$ cat src/rtl/rv32e_mem_arbiter_if.sv
// Bus bundle between the RV32E fetch/data requesters, the arbiter and the shared RAM.
// slave = arbiter side, master = requester/memory side.
interface rv32e_mem_arbiter_if #(
   parameter int unsigned ADDR_W = 32,
   parameter int unsigned DATA_W = 32
);
   logic              if_req;
   logic [ADDR_W-1:0] if_addr;
   logic [DATA_W-1:0] if_rdata;
   logic              if_ack;
   logic              d_req;
   logic              d_we;
   logic [ADDR_W-1:0] d_addr;
   logic [DATA_W-1:0] d_wdata;
   logic [DATA_W-1:0] d_rdata;
   logic              d_ack;
   logic              mem_en;
   logic              mem_we;
   logic [ADDR_W-1:0] mem_addr;
   logic [DATA_W-1:0] mem_wdata;
   logic [DATA_W-1:0] mem_rdata;
   logic              busy;
   logic              grant_d;

   modport slave (
      input  if_req, if_addr, d_req, d_we, d_addr, d_wdata, mem_rdata,
      output if_rdata, if_ack, d_rdata, d_ack, mem_en, mem_we, mem_addr, mem_wdata,
             busy, grant_d
   );

   modport master (
      output if_req, if_addr, d_req, d_we, d_addr, d_wdata, mem_rdata,
      input  if_rdata, if_ack, d_rdata, d_ack, mem_en, mem_we, mem_addr, mem_wdata,
             busy, grant_d
   );
endinterface

$ cat src/rtl/rv32e_mem_arbiter.sv
// Fetch/data arbiter in front of one single-port synchronous RAM (IDLE->ISSUE->[WAIT]->DONE).
// Optional macro RV32E_ARB_ROUND_ROBIN_EN: round-robin on contention instead of data-first.
module rv32e_mem_arbiter #(
   parameter int unsigned ADDR_W      = 32,
   parameter int unsigned DATA_W      = 32,
   parameter int unsigned MEM_LATENCY = 1
) (
   input logic                clk,
   input logic                reset,
   rv32e_mem_arbiter_if.slave bus
);
   localparam int unsigned CNT_W = 4;

   typedef enum logic [1:0] {
      S_IDLE  = 2'd0,
      S_ISSUE = 2'd1,
      S_WAIT  = 2'd2,
      S_DONE  = 2'd3
   } state_e;

   state_e            state_q, state_d;
   logic [CNT_W-1:0]  cnt_q, cnt_d;
   logic              owner_q, owner_d;
   logic              we_q, we_d;
   logic [ADDR_W-1:0] addr_q, addr_d;
   logic [DATA_W-1:0] wdata_q, wdata_d;
   logic [DATA_W-1:0] if_rdata_q, if_rdata_d;
   logic [DATA_W-1:0] d_rdata_q, d_rdata_d;
   logic              if_ack_q, if_ack_d;
   logic              d_ack_q, d_ack_d;
   logic              mem_en_q, mem_en_d;
   logic              mem_we_q, mem_we_d;
   logic              busy_q, busy_d;
   logic              pick_c;

`ifdef RV32E_ARB_ROUND_ROBIN_EN
   logic last_q, last_d;

   // On contention grant whichever port did not own the previous grant.
   assign pick_c = (bus.if_req && bus.d_req) ? ~last_q : bus.d_req;

   always_ff @(posedge clk) begin
      if (reset) last_q <= 1'b1;
      else       last_q <= last_d;
   end
`else
   assign pick_c = bus.d_req;
`endif

   always_ff @(posedge clk) begin
      if (reset) begin
         state_q    <= S_IDLE;
         cnt_q      <= '0;
         owner_q    <= 1'b0;
         we_q       <= 1'b0;
         addr_q     <= '0;
         wdata_q    <= '0;
         if_rdata_q <= '0;
         d_rdata_q  <= '0;
         if_ack_q   <= 1'b0;
         d_ack_q    <= 1'b0;
         mem_en_q   <= 1'b0;
         mem_we_q   <= 1'b0;
         busy_q     <= 1'b0;
      end else begin
         state_q    <= state_d;
         cnt_q      <= cnt_d;
         owner_q    <= owner_d;
         we_q       <= we_d;
         addr_q     <= addr_d;
         wdata_q    <= wdata_d;
         if_rdata_q <= if_rdata_d;
         d_rdata_q  <= d_rdata_d;
         if_ack_q   <= if_ack_d;
         d_ack_q    <= d_ack_d;
         mem_en_q   <= mem_en_d;
         mem_we_q   <= mem_we_d;
         busy_q     <= busy_d;
      end
   end

   // Outputs are registered, so each *_d reflects the value wanted in the next state.
   always_comb begin
      state_d    = state_q;
      cnt_d      = cnt_q;
      owner_d    = owner_q;
      we_d       = we_q;
      addr_d     = addr_q;
      wdata_d    = wdata_q;
      if_rdata_d = if_rdata_q;
      d_rdata_d  = d_rdata_q;
      if_ack_d   = 1'b0;
      d_ack_d    = 1'b0;
      mem_en_d   = 1'b0;
      mem_we_d   = 1'b0;
`ifdef RV32E_ARB_ROUND_ROBIN_EN
      last_d     = last_q;
`endif
      unique case (state_q)
         S_IDLE: begin
            if (bus.if_req || bus.d_req) begin
               owner_d  = pick_c;
               addr_d   = pick_c ? bus.d_addr : bus.if_addr;
               we_d     = pick_c & bus.d_we;
               if (pick_c) wdata_d = bus.d_wdata;
               mem_en_d = 1'b1;
               mem_we_d = pick_c & bus.d_we;
               state_d  = S_ISSUE;
`ifdef RV32E_ARB_ROUND_ROBIN_EN
               last_d   = pick_c;
`endif
            end
         end
         S_ISSUE: begin
            if (we_q) begin
               state_d  = S_DONE;
               d_ack_d  = owner_q;
               if_ack_d = ~owner_q;
            end else begin
               cnt_d   = CNT_W'(MEM_LATENCY);
               state_d = S_WAIT;
            end
         end
         S_WAIT: begin
            cnt_d = cnt_q - CNT_W'(1);
            if (cnt_q <= CNT_W'(1)) begin
               if (owner_q) d_rdata_d  = bus.mem_rdata;
               else         if_rdata_d = bus.mem_rdata;
               d_ack_d  = owner_q;
               if_ack_d = ~owner_q;
               state_d  = S_DONE;
            end
         end
         S_DONE:  state_d = S_IDLE;
         default: state_d = S_IDLE;
      endcase
      busy_d = (state_d != S_IDLE);
   end

   assign bus.if_rdata  = if_rdata_q;
   assign bus.if_ack    = if_ack_q;
   assign bus.d_rdata   = d_rdata_q;
   assign bus.d_ack     = d_ack_q;
   assign bus.mem_en    = mem_en_q;
   assign bus.mem_we    = mem_we_q;
   assign bus.mem_addr  = addr_q;
   assign bus.mem_wdata = wdata_q;
   assign bus.busy      = busy_q;
   assign bus.grant_d   = owner_q;
endmodule

$ cat src/flat_wrapper.sv
// flat-port wrapper written by rule: the top's interface ports become plain ports
module rv32e_mem_arbiter_flat 
#(
   parameter int unsigned ADDR_W      = 32,
   parameter int unsigned DATA_W      = 32,
   parameter int unsigned MEM_LATENCY = 1
)
  (clk, reset, bus_if_req, bus_if_addr, bus_d_req, bus_d_we, bus_d_addr, bus_d_wdata, bus_mem_rdata, bus_if_rdata, bus_if_ack, bus_d_rdata, bus_d_ack, bus_mem_en, bus_mem_we, bus_mem_addr, bus_mem_wdata, bus_busy, bus_grant_d);
  rv32e_mem_arbiter_if #(.ADDR_W(ADDR_W), .DATA_W(DATA_W)) bus_i ();
  input logic clk;
  input logic reset;
  input wire logic [$bits(bus_i.if_req)-1:0] bus_if_req;
  input wire logic [$bits(bus_i.if_addr)-1:0] bus_if_addr;
  input wire logic [$bits(bus_i.d_req)-1:0] bus_d_req;
  input wire logic [$bits(bus_i.d_we)-1:0] bus_d_we;
  input wire logic [$bits(bus_i.d_addr)-1:0] bus_d_addr;
  input wire logic [$bits(bus_i.d_wdata)-1:0] bus_d_wdata;
  input wire logic [$bits(bus_i.mem_rdata)-1:0] bus_mem_rdata;
  output wire logic [$bits(bus_i.if_rdata)-1:0] bus_if_rdata;
  output wire logic [$bits(bus_i.if_ack)-1:0] bus_if_ack;
  output wire logic [$bits(bus_i.d_rdata)-1:0] bus_d_rdata;
  output wire logic [$bits(bus_i.d_ack)-1:0] bus_d_ack;
  output wire logic [$bits(bus_i.mem_en)-1:0] bus_mem_en;
  output wire logic [$bits(bus_i.mem_we)-1:0] bus_mem_we;
  output wire logic [$bits(bus_i.mem_addr)-1:0] bus_mem_addr;
  output wire logic [$bits(bus_i.mem_wdata)-1:0] bus_mem_wdata;
  output wire logic [$bits(bus_i.busy)-1:0] bus_busy;
  output wire logic [$bits(bus_i.grant_d)-1:0] bus_grant_d;
  assign bus_i.if_req = bus_if_req;
  assign bus_i.if_addr = bus_if_addr;
  assign bus_i.d_req = bus_d_req;
  assign bus_i.d_we = bus_d_we;
  assign bus_i.d_addr = bus_d_addr;
  assign bus_i.d_wdata = bus_d_wdata;
  assign bus_i.mem_rdata = bus_mem_rdata;
  assign bus_if_rdata = bus_i.if_rdata;
  assign bus_if_ack = bus_i.if_ack;
  assign bus_d_rdata = bus_i.d_rdata;
  assign bus_d_ack = bus_i.d_ack;
  assign bus_mem_en = bus_i.mem_en;
  assign bus_mem_we = bus_i.mem_we;
  assign bus_mem_addr = bus_i.mem_addr;
  assign bus_mem_wdata = bus_i.mem_wdata;
  assign bus_busy = bus_i.busy;
  assign bus_grant_d = bus_i.grant_d;
  rv32e_mem_arbiter #(.ADDR_W(ADDR_W), .DATA_W(DATA_W), .MEM_LATENCY(MEM_LATENCY)) u_core (.clk(clk), .reset(reset), .bus(bus_i));
endmodule
$ cat config.mk
export PLATFORM = sky130hd
export DESIGN_NAME = rv32e_mem_arbiter_flat
export DESIGN_NICKNAME = d
export VERILOG_FILES = /design/src/rtl/rv32e_mem_arbiter_if.sv /design/src/rtl/rv32e_mem_arbiter.sv /design/src/flat_wrapper.sv
export SDC_FILE = /design/constraint.sdc
export NUM_CORES = 1
export LEC_CHECK = 0
export ABC_AREA = 1
export BUFFER_PORTS_ARGS = -buffer_cell sky130_fd_sc_hd__buf_4
export CAP_MARGIN = 10
export CORE_UTILIZATION = 47
export DETAILED_ROUTE_END_ITERATION = 8
export GPL_ROUTABILITY_DRIVEN = 0
export PLACE_DENSITY = 0.91
export SLEW_MARGIN = 40
export SYNTH_ARGS = -nofsm -noshare
export SYNTH_HDL_FRONTEND = slang
export SYNTH_SLANG_ARGS = --single-unit
$ cat constraint.sdc
create_clock -name clk -period 1.8 [get_ports clk]
set_input_delay 0.36 -clock clk [delete_from_list [all_inputs] [get_ports clk]]
set_output_delay 0.36 -clock clk [all_outputs]
set_load 0.01 [all_outputs]
==> summary.txt <==
Timing
  • Fin Clk Skew: a little over 0.005 ns
  • Slew Limit Fails: 0
  • Setup slack after layout: between 0.1 and 0.15 ns
  • Worst-Margin Slew: 0.502 ns
  • RSZ-0062 raised after global routing: false
  • Final setup violating endpoints: 0
  • Hold Worst Slack: about 0.13 ns
  • Max_slew headroom: 0.666
  • FMAX: around 600 MHz
  • Post-Route Setup TNS: 0 ns
  • Final hold vios: 0
  • Ratio of final minimum period to clock period: 0.933
  • Min Tclk post-route: 1.68 ns

Logic synthesis
  • Seq cells post-synth: about 140
  • Syn Nets: 891
  • Distinct cells, synth: 27
  • Mean area per synthesized cell: between 7 and 8 sq um
  • Top cells by count, synth: 203 x nor2_1, 141 x dfxtp_1, 83 x nand2_1
  • Share of the yosys chip area belonging to registers: 0.479
  • Synth warn: 0
  • Count leader, synth: nor2_1
  • Simple-Gate Fraction of Synth Area: 0.295
  • Yosys top cell by area: dfxtp_1
  • Post-synthesis compound-gate area fraction: 0.0663
  • Mux cell area share after synthesis: 0.0527
  • Top FF cell, synth: dfxtp_1
  • Adder-Cell Fraction of Synth Area: 0.0127
  • Largest family of logic cells by synthesized area: simple AND/OR/NAND/NOR gates
  • Synth area leaders: dfxtp_1 48%, nor2_1 13%, nand4_1 6.7%
  • EDFF count, synth: 0
  • Synthesized cell area: 5890 sq um
  • Post-Synthesis Cells: roughly 750
  • Top-area cell type share of the netlist area: 0.479
  • Post-synthesis xor/xnor area fraction: 0
  • Async SR Flop Fraction: 0

Power
  • Peak supply drop: ~0.7 mV
  • Power Dens Cells: around 1500 nW/um^2
  • Sw Share: 0.361
  • Gate power share: 0.368
  • Internal Power: 8070 uW
  • Clock power frac: 0.281
  • Leak: 0.00413 uW
  • Sw power: around 4600 uW
  • Flop pwr share: 0.351

CTS
  • CTS clock-pin slew for the worst setup and hold paths: roughly 0.06 ns
  • H-tree Lvls: 4
  • CTS buffer count: 17
  • Root Buffer: clkbuf_16
  • Clk buf depth: 2
  • CTS tree: done
  • Hold buffers post-CTS: 0
  • Clock Latency Late Sink: about 0.42 ns
  • Clock sinks: around 140
  • Post-CTS Setup Bufs: 0
  • Post-cts resize count: 0

Final layout
  • Area growth syn-to-layout: 44.6%
  • FILL cells: between 900 and 1000
  • Share of cells above drive strength 1: 0.326
  • N_diodes: 0
  • Fin nets: between 1000 and 1500
  • Fin cells: around 1200

Floorplan
  • Starting Density: 0.486
  • Die height: 114 um
  • Die Area: 13000 sq um
  • I/O pin count: 267
  • Horiz. Die Dim: 114 um
  • Core area: around 12000 sq um
  • Rows: 40

Flow run
  • Maxcap violations: 0

Outcome
  • Outcome: finished clean

Routing
  • Drt wl/cell: roughly 14 um
  • DRC: 0
  • Via-per-instance ratio: 5.07
  • Antenna viol nets, final: 0
  • Initial DRC count: between 400 and 500
  • DR vias: about 6000
  • Total wire length: 16600 um
  • DRT Pass-1 Iters: 5

Placed design
  • Placed Cells: 1148
  • Buffers on Ports: 266
  • Dpl ws: ~0.14 ns
  • DP HPWL: around 12000 um

Setup path
  • Worst setup EP type: flip-flop
  • Crit-path max FO: 64
  • Worst path slowest cell: ha_1
  • Req. time, crit path: about 2.1 ns
  • Worst path max stage delay: roughly 0.34 ns
  • Crit start category: flip-flop
  • Worst-path cell chain: inv_1, ha_1, inv_2, nor2_8, buf_12, nand4_1, nand2_1, nor2_1
  • CP Data Arrival Time: between 1.5 and 2 ns
  • Crit Path Category: reg2reg

Min path
  • Hold Path Class: in2reg

Global routing
  • Vias in the first global route: around 5600
  • GRT overflow: 0
  • Total track usage: 0.256
  • Largest net degree at the start of global routing: 65
  • Initial antenna violation count: 0
  • First-pass GRT wire length: ~26000 um
==> routing by layer <==
metal,track usage,vias to the layer above,wire [um]
met5,0,-,5
met4,0.137,2,677
met3,0.0733,53,1280
met2,0.454,287,8330
met1,0.276,2692,6280
li1,-,2943,-
==> critical path: cells and delay by family, from the launching register on <==
family	cells	cell delay, ns
buffers and inverters	3	0.47
AND/OR/NAND/NOR	4	0.40
adder cells (fa/ha/maj)	1	0.34
flip-flops	1	0.33
==> worst paths after layout <==
check / from / to / slack, ns / cells after the start
worst max-delay path: u_core.state_q[0]$_SDFF_PP0_ / u_core.bus.d_rdata[11]$_SDFFE_PP0P_ / 0.12 / 8
worst min-delay path: reset / u_core.cnt_q[1]$_SDFFE_PP0P_ / 0.13 / 2
worst max register to register: u_core.state_q[0]$_SDFF_PP0_ / u_core.bus.d_rdata[11]$_SDFFE_PP0P_ / 0.12 / 8
worst min register to register: u_core.bus.mem_addr[26]$_SDFFE_PP0P_ / u_core.bus.mem_addr[26]$_SDFFE_PP0P_ / 0.48 / 2
==> logic make-up (layout without fill, tap and decap cells) <==
group,Yosys count,in the layout
AO/OA/AOI/OAI,75,75
adder cells (fa/ha/maj),6,6
buffers and inverters,106,366
flip-flops,141,141
multiplexers,31,31
AND/OR/NAND/NOR,393,393
==> power groups by stage <==
| stage | logic (uW) | clock network [uW] | registers [uW] |
|---|---|---|---|
| final | 4650 | 3550 | 4420 |
| after global routing | 5100 | 3740 | 4530 |
| after CTS | 4650 | 3610 | 4430 |
| after detailed placement | 4620 | 0 | 4490 |
| after global placement | 4520 | 0 | 4450 |
| after floorplan | 2390 | 0 | 4790 |
==> registers in the layout, indices dropped and copies added, names as in the netlist, 2 cells and up <==
name / cells
u_core.bus.d_rdata: 32
u_core.bus.if_rdata: 32
u_core.bus.mem_addr: 32
u_core.bus.mem_wdata: 32
u_core.cnt_q: 4
u_core.state_q: 2
==> cell type report <==
cell class | instances | area (sq um) | area share
flip-flops and latches | 141 | 2820 | 0.331
multi-input cells | 505 | 2520 | 0.296
repair buffers | 284 | 2170 | 0.255
clock buffers | 19 | 453 | 0.0532
well taps | 168 | 210 | 0.0247
inverters | 50 | 190 | 0.0223
clock inverters | 13 | 154 | 0.0181
==> layout by cell type (no fill, tap or decap), types with 2 or more instances in the layout <==
master / count
a21oi_1: 2
buf_12: 3
buf_4: 281
bufinv_16: 2
clkbuf_16: 17
clkbuf_8: 2
clkinvlp_4: 4
dfxtp_1: 141
ha_1: 6
inv_1: 46
inv_2: 3
inv_6: 5
mux2i_1: 31
nand2_1: 83
nand3_1: 35
nand4_1: 63
nor2_1: 203
nor2_4: 3
o21ai_0: 61
o21ai_1: 9
or2_2: 2
==> stage by stage <==
step | utilization | cell area (sq um) | total power, uW
final | 0.704 | 8520 | 12600
after global routing | 0.704 | 8520 | 13400
after CTS | 0.704 | 8520 | 12700
after detailed placement | 0.653 | 7910 | 9100
after global placement | 0.653 | 7910 | 8970
after floorplan | - | 5890 | 7190
Note: power is estimated with default switching activity, not from simulation.
